[src/rtl/dvp_cap_pkg.sv]
// Shared definitions for the DVP pixel capture path: FSM state codes,
// default bus widths and the beat-counter width helper.
package dvp_cap_pkg;

   localparam int DVP_DATA_W = 8;
   localparam int DVP_BPP    = 2;
   localparam int DVP_XY_W   = 12;

   localparam logic [1:0] ST_WAIT  = 2'd0;
   localparam logic [1:0] ST_SYNC  = 2'd1;
   localparam logic [1:0] ST_FRAME = 2'd2;

   // Width of a counter holding 0..n-1, never narrower than one bit.
   function automatic int beat_cnt_w(input int n);
      return (n <= 2) ? 1 : $clog2(n);
   endfunction

endpackage

[src/rtl/dvp_pix_pack.sv]
// Beat packer: shifts BPP input beats into one pixel word in the order chosen
// by swap_i, counts beats and reports a partially filled word.
module dvp_pix_pack
   import dvp_cap_pkg::*;
#(
   parameter int DATA_W = DVP_DATA_W,
   parameter int BPP    = DVP_BPP
) (
   input  logic                    clk,
   input  logic                    rst_n,
   input  logic                    clr_i,
   input  logic                    beat_i,
   input  logic [DATA_W-1:0]       data_i,
   input  logic                    swap_i,
   output logic                    done_o,
   output logic [DATA_W*BPP-1:0]   word_o,
   output logic                    pend_o
);

   localparam int PIX_W = DATA_W * BPP;
   localparam int BW    = beat_cnt_w(BPP);
   localparam logic [BW-1:0] LAST = BW'(BPP - 1);

   logic [BW-1:0]    cnt_q, cnt_d;
   logic [PIX_W-1:0] acc_q, acc_d;

   // Swapped order shifts right so the first beat lands in the LSBs.
   generate
      if (BPP == 1) begin : g_single
         assign acc_d = data_i;
      end else begin : g_multi
         assign acc_d = swap_i ? {data_i, acc_q[PIX_W-1:DATA_W]}
                               : {acc_q[PIX_W-DATA_W-1:0], data_i};
      end
   endgenerate

   // NOTE: every always_comb output gets a default first, so no path infers a latch.
   always_comb begin
      cnt_d = cnt_q;
      if (clr_i) begin
         cnt_d = '0;
      end else if (beat_i) begin
         cnt_d = (cnt_q == LAST) ? '0 : cnt_q + 1'b1;
      end
   end

   // NOTE: sequential state uses non-blocking assignments so all flops sample pre-edge values.
   always_ff @(posedge clk or negedge rst_n) begin
      if (!rst_n) begin
         cnt_q <= '0;
         acc_q <= '0;
      end else begin
         cnt_q <= cnt_d;
         if (beat_i) acc_q <= acc_d;
      end
   end

   assign done_o = beat_i && (cnt_q == LAST);
   assign word_o = acc_d;
   assign pend_o = (cnt_q != '0);

endmodule

[src/rtl/dvp_pixel_capture.sv]
// DVP capture top: frame-skip FSM, x/y tracking and pixel/eol strobes around dvp_pix_pack.
// Define CROP_WINDOW_EN to restrict output to a window with rebased coordinates.
module dvp_pixel_capture
   import dvp_cap_pkg::*;
#(
   parameter int DATA_W   = DVP_DATA_W,
   parameter int BPP      = DVP_BPP,
   parameter int PIC_WAIT = 10,
   parameter int X_W      = DVP_XY_W,
   parameter int Y_W      = DVP_XY_W
`ifdef CROP_WINDOW_EN
   ,
   parameter int CROP_X0  = 0,
   parameter int CROP_Y0  = 0,
   parameter int CROP_W   = 1 << X_W,
   parameter int CROP_H   = 1 << Y_W
`endif
) (
   input  logic                   ov5640_pclk,
   input  logic                   sys_rst_n,
   input  logic                   ov5640_vsync,
   input  logic                   ov5640_href,
   input  logic [DATA_W-1:0]      ov5640_data,
   input  logic                   byte_swap,
   output logic                   pix_valid,
   output logic [DATA_W*BPP-1:0]  pix_data,
   output logic [X_W-1:0]         pix_x,
   output logic [Y_W-1:0]         pix_y,
   output logic                   pix_sof,
   output logic                   pix_eol,
   output logic                   err_partial,
   output logic                   capture_on
);

   localparam int PIX_W  = DATA_W * BPP;
   localparam int WAIT_W = beat_cnt_w(PIC_WAIT + 1);
   localparam logic [WAIT_W-1:0] WAIT_LAST = WAIT_W'((PIC_WAIT > 0) ? PIC_WAIT - 1 : 0);

   logic              vsync_d1_q, href_d1_q;
   logic [DATA_W-1:0] data_d1_q;
   logic [1:0]        state_q, state_d;
   logic [WAIT_W-1:0] wait_cnt_q, wait_cnt_d;
   logic              cap_on_q, cap_on_d, swap_q, swap_d;
   logic              sof_pend_q, sof_pend_d, line_act_q, line_act_d, fall_q, fall_d;
   logic [X_W-1:0]    x_q, x_d, x_rel, pix_x_q, pix_x_d;
   logic [Y_W-1:0]    y_q, y_d, y_rel, pix_y_q, pix_y_d;
   logic [PIX_W-1:0]  pix_data_q, pix_data_d, pack_word;
   logic              pix_valid_q, pix_valid_d, pix_sof_q, pix_sof_d;
   logic              pix_eol_q, pix_eol_d, err_q, err_d;
   logic              vs_rise, hr_rise, hr_fall, beat, pack_clr, pack_done, pack_pend;
   logic              in_win_x, in_win_y;

   assign vs_rise  = ov5640_vsync & ~vsync_d1_q;
   assign hr_rise  = ov5640_href & ~href_d1_q;
   assign hr_fall  = ~ov5640_href & href_d1_q;
   // A vsync rise aborts whatever beat is in the pipe, so it never completes a pixel.
   assign beat     = (state_q == ST_FRAME) && line_act_q && href_d1_q && !vs_rise;
   assign pack_clr = vs_rise | hr_rise | fall_q;

`ifdef CROP_WINDOW_EN
   assign in_win_x = (int'(x_q) >= CROP_X0) && (int'(x_q) < CROP_X0 + CROP_W);
   assign in_win_y = (int'(y_q) >= CROP_Y0) && (int'(y_q) < CROP_Y0 + CROP_H);
   assign x_rel    = x_q - X_W'(CROP_X0);
   assign y_rel    = y_q - Y_W'(CROP_Y0);
`else
   assign in_win_x = 1'b1;
   assign in_win_y = 1'b1;
   assign x_rel    = x_q;
   assign y_rel    = y_q;
`endif

   dvp_pix_pack #(.DATA_W(DATA_W), .BPP(BPP)) u_pack (
      .clk    (ov5640_pclk),
      .rst_n  (sys_rst_n),
      .clr_i  (pack_clr),
      .beat_i (beat),
      .data_i (data_d1_q),
      .swap_i (swap_q),
      .done_o (pack_done),
      .word_o (pack_word),
      .pend_o (pack_pend)
   );

   always_comb begin
      state_d     = state_q;
      wait_cnt_d  = wait_cnt_q;
      cap_on_d    = cap_on_q;
      swap_d      = swap_q;
      sof_pend_d  = sof_pend_q;
      line_act_d  = line_act_q;
      fall_d      = 1'b0;
      x_d         = x_q;
      y_d         = y_q;
      pix_valid_d = 1'b0;
      pix_data_d  = pix_data_q;
      pix_x_d     = pix_x_q;
      pix_y_d     = pix_y_q;
      pix_sof_d   = 1'b0;
      pix_eol_d   = 1'b0;
      err_d       = 1'b0;
      case (state_q)
         ST_WAIT: begin
            if (PIC_WAIT == 0 || (vs_rise && wait_cnt_q == WAIT_LAST)) begin
               state_d  = ST_SYNC;
               cap_on_d = 1'b1;
            end else if (vs_rise) begin
               wait_cnt_d = wait_cnt_q + 1'b1;
            end
         end
         ST_SYNC, ST_FRAME: begin
            if (vs_rise) begin
               state_d    = ST_FRAME;
               swap_d     = byte_swap;
               y_d        = '0;
               x_d        = '0;
               sof_pend_d = 1'b1;
               line_act_d = 1'b0;
            end else if (state_q == ST_FRAME) begin
               // Line end is handled one cycle after the fall so a final beat can complete first.
               if (fall_q) begin
                  pix_eol_d = in_win_y;
                  err_d     = pack_pend;
                  if (y_q != '1) y_d = y_q + 1'b1;
               end
               if (hr_rise) begin
                  line_act_d = 1'b1;
                  x_d        = '0;
               end
               if (pack_done) begin
                  if (in_win_x && in_win_y) begin
                     pix_valid_d = 1'b1;
                     pix_data_d  = pack_word;
                     pix_x_d     = x_rel;
                     pix_y_d     = y_rel;
                     pix_sof_d   = sof_pend_q;
                     sof_pend_d  = 1'b0;
                  end
                  if (x_q != '1) x_d = x_q + 1'b1;
               end
               if (line_act_q && hr_fall) begin
                  line_act_d = 1'b0;
                  fall_d     = 1'b1;
               end
            end
         end
         default: state_d = ST_WAIT;
      endcase
   end

   always_ff @(posedge ov5640_pclk or negedge sys_rst_n) begin
      if (!sys_rst_n) begin
         vsync_d1_q  <= 1'b0;
         href_d1_q   <= 1'b0;
         data_d1_q   <= '0;
         state_q     <= ST_WAIT;
         wait_cnt_q  <= '0;
         cap_on_q    <= 1'b0;
         swap_q      <= 1'b0;
         sof_pend_q  <= 1'b0;
         line_act_q  <= 1'b0;
         fall_q      <= 1'b0;
         x_q         <= '0;
         y_q         <= '0;
         pix_valid_q <= 1'b0;
         pix_data_q  <= '0;
         pix_x_q     <= '0;
         pix_y_q     <= '0;
         pix_sof_q   <= 1'b0;
         pix_eol_q   <= 1'b0;
         err_q       <= 1'b0;
      end else begin
         vsync_d1_q  <= ov5640_vsync;
         href_d1_q   <= ov5640_href;
         data_d1_q   <= ov5640_data;
         state_q     <= state_d;
         wait_cnt_q  <= wait_cnt_d;
         cap_on_q    <= cap_on_d;
         swap_q      <= swap_d;
         sof_pend_q  <= sof_pend_d;
         line_act_q  <= line_act_d;
         fall_q      <= fall_d;
         x_q         <= x_d;
         y_q         <= y_d;
         pix_valid_q <= pix_valid_d;
         pix_data_q  <= pix_data_d;
         pix_x_q     <= pix_x_d;
         pix_y_q     <= pix_y_d;
         pix_sof_q   <= pix_sof_d;
         pix_eol_q   <= pix_eol_d;
         err_q       <= err_d;
      end
   end

   assign pix_valid   = pix_valid_q;
   assign pix_data    = pix_data_q;
   assign pix_x       = pix_x_q;
   assign pix_y       = pix_y_q;
   assign pix_sof     = pix_sof_q;
   assign pix_eol     = pix_eol_q;
   assign err_partial = err_q;
   assign capture_on  = cap_on_q;

endmodule

[config.mk]
export PLATFORM = sky130hd
export DESIGN_NAME = dvp_pixel_capture
export DESIGN_NICKNAME = d
export VERILOG_FILES = /design/src/rtl/dvp_cap_pkg.sv /design/src/rtl/dvp_pix_pack.sv /design/src/rtl/dvp_pixel_capture.sv
export SDC_FILE = /design/constraint.sdc
export NUM_CORES = 1
export LEC_CHECK = 0
export ABC_AREA = 1
export CORE_MARGIN = 2
export CORE_UTILIZATION = 30
export DETAILED_ROUTE_END_ITERATION = 7
export PLACE_DENSITY_LB_ADDON = 0.05
export SYNTH_ARGS = -nofsm -noshare
export SYNTH_HDL_FRONTEND = slang
export SYNTH_HIERARCHICAL = 1
export SYNTH_SLANG_ARGS = --single-unit
[constraint.sdc]
create_clock -name ov5640_pclk -period 4.1 [get_ports ov5640_pclk]
set_clock_uncertainty 0.15 [all_clocks]
set_input_delay 0.82 -clock ov5640_pclk [delete_from_list [all_inputs] [get_ports ov5640_pclk]]
set_output_delay 0.82 -clock ov5640_pclk [all_outputs]
set_load 0.02 [all_outputs]
==> results.sh <==
export IMPL_placementRows=47
export IMPL_cap_violations=0
export IMPL_die_x_um=135
export IMPL_maxClockFrequency_mhz=385
export IMPL_syn_num_nets=595
export IMPL_hold_class="register to register"
export IMPL_arrival_ns=2.68
export IMPL_avgViaCountPerCell=4.44
export IMPL_cts_max_path_buffers=2
export IMPL_clock_latency_ns=0.35
export IMPL_worstHoldPathCells=1
export IMPL_antenna_found_initial=0
export IMPL_num_fill_cells=1730
export IMPL_cts_max_level=3
export IMPL_setup_viol=0
export IMPL_seqCellArea_um2=2650
export IMPL_dr_pass1_iters=4
export IMPL_cp_start_kind="input port"
export IMPL_tritoncts="built"
export IMPL_io_buffers=57
export IMPL_syn_cell_area_um2=5150
export IMPL_ir_drop_uv=202
export IMPL_hold_viol=0
export IMPL_die_area_um2=18200
export IMPL_route_vias_total=3817
export IMPL_slew_headroom_pct=51.4
export IMPL_ctsHoldBuffers=0
export IMPL_yosysSeqAreaShare_pct=51.5
export IMPL_wl_per_cell_um=13.5
export IMPL_synth_ff_type="dfrtp_1"
export IMPL_overflow=0
export IMPL_clk_pin_slew_ns=0.07
export IMPL_period_share_pct=63.4
export IMPL_post_cts_buffers=0
export IMPL_grt_pass1_vias=3837
export IMPL_min_period_ns=2.60
export IMPL_post_dp_hpwl_um=8190
export IMPL_rsz0062_at_grt="false"
export IMPL_initial_core_util_pct=30.9
export IMPL_maxSlewViolCount=0
export IMPL_core_area_um2=16700
export IMPL_grt_usage_pct=13.9
export IMPL_ys_seq_elements=106
export IMPL_wirelength_um=11600
export IMPL_gp_congestion=0.839
export IMPL_p_total_uw=3110
export IMPL_worst_path_max_fanout=64
export IMPL_status="completed"
export IMPL_drive_above_1_share_pct=10.3
export IMPL_tightest_slew_ns=0.730
export IMPL_drtIter0Drc=229
export IMPL_async_reset_ff_share_pct=100
export IMPL_drtAntennaViolNets=0
export IMPL_drc=0
export IMPL_antenna_cells=0
export IMPL_ys_warn_count=6
export IMPL_finalSetupTns_ns=0
export IMPL_cts_buffers_inserted=9
export IMPL_worstPathRequired_ns=4.18
export IMPL_die_h_um=135
export IMPL_path_class="input port to register"
export IMPL_final_nets=653
export IMPL_synth_top_area_share_pct=51.5
export IMPL_worst_r2r_cell_count=10
export IMPL_syn_area_per_cell_um2=8.95
export IMPL_yosys_area_top_type="dfrtp_1"
export IMPL_multiInputGateArea_um2=2070
export IMPL_synthTopCellsByCount="nand2_1 (161), dfrtp_1 (106), inv_1 (71)"
export IMPL_cts_sinks=106
export IMPL_power_density_nw_per_um2=501
export IMPL_ys_types=39
export IMPL_grt_max_degree=65
export IMPL_cts_resized=0
export IMPL_synth_edf_count=0
export IMPL_netlist_instances=576
export IMPL_utilization_pct=37.1
export IMPL_yosysMostFrequentCell="nand2_1"
export IMPL_grt_pass1_wl_um=20000
export IMPL_area_delta_synth_final_pct=20.3
export IMPL_cts_root_buf="clkbuf_16"
export IMPL_io_pins=58
export IMPL_synth_area_top_cells="dfrtp_1 (51%), nand2_1 (12%), inv_1 (5.2%)"
export IMPL_power_leakage_uw=0.00298
export IMPL_endpoint_kind="register"
==> power by group <==
part | switching [uW] | total [uW] | leakage (uW) | internal, uW
combinational | 521 | 843 | 0.00143 | 321
sequential | 162 | 1390 | 0.00140 | 1220
clock | 390 | 878 | 0.000149 | 489
total | 1070 | 3110 | 0.00298 | 2030
==> cell usage in the layout (no fill, tap or decap), drive strengths merged, types with 10 or more instances in the layout <==
cell type and count:
nor2 39, nand3 49, inv 75, nand4 10, dfrtp 106, and2 16, nand2 168, clkdlybuf4s50 56
clkbuf 11, o21ai 49, mux2 18
==> critical path, cell delays in order <==
cell	delay (ns)
clkdlybuf4s50_1	0.47
inv_1	0.06
nor2_4	0.22
nor4_2	0.07
nand2_1	0.06
inv_1	0.09
nand2_4	0.10
inv_4	0.05
nand2_8	0.32
mux2_2	0.39
==> state kept, by name, indices dropped and copies added (netlist names), 2 cells and up <==
name          flops
y_q              12
u_pack/acc_q     16
state_q           2
x_q              12
pix_y            12
wait_cnt_q        4
pix_data         16
pix_x            12
data_d1_q         8
==> stage by stage <==
stage,cells,setup WS [ns],area [um^2],hold WS (ns)
2_1_floorplan,576,1.62,5150,0.292
3_3_place_gp,843,1.14,5900,0.306
3_5_place_dp,843,1.10,5900,0.310
4_1_cts,859,1.49,6200,0.322
5_1_grt,859,1.22,6200,0.346
6_report,859,1.50,6200,0.314
==> path summary, 6_finish.rpt <==
path                               startpoint       endpoint  slack [ns]
worst min-delay path            wait_cnt_q[3]  wait_cnt_q[3]        0.31
worst max register to register     state_q[0]   pix_data[11]        1.54
worst min register to register  wait_cnt_q[3]  wait_cnt_q[3]        0.31
worst max-delay path             ov5640_vsync    pix_data[0]        1.50
max in group asynchronous           sys_rst_n         x_q[9]        2.69
min in group asynchronous           sys_rst_n         y_q[5]        0.33
==> cell families after synthesis <==
| group | Yosys count | synth area share (%) |
|---|---|---|
| buffers and inverters | 90 | 8.40 |
| adder cells (fa/ha/maj) | 6 | 1.46 |
| multiplexers | 18 | 4.95 |
| XOR/XNOR | 5 | 0.850 |
| AO/OA/AOI/OAI | 63 | 6.77 |
| flip-flops | 106 | 51.5 |
| AND/OR/NAND/NOR | 288 | 26.1 |
==> area by class of cell <==
cell class | instances | area share (%)
inverters | 75 | 4.74
clock buffers | 11 | 3.92
flip-flops and latches | 106 | 42.8
multi-input cells | 380 | 33.5
well taps | 220 | 4.44
repair buffers | 62 | 9.77
clock inverters | 5 | 0.868
==> routing by layer <==
layer / vias up / global-route usage [%] / wire [um]
met5: - / 0 / 0
met4: 0 / 3.36 / 110
li1: 1950 / - / -
met3: 5 / 3.72 / 433
met2: 67 / 21.9 / 5190
met1: 1795 / 19.2 / 5870
Power figures use the tool's default switching activity.
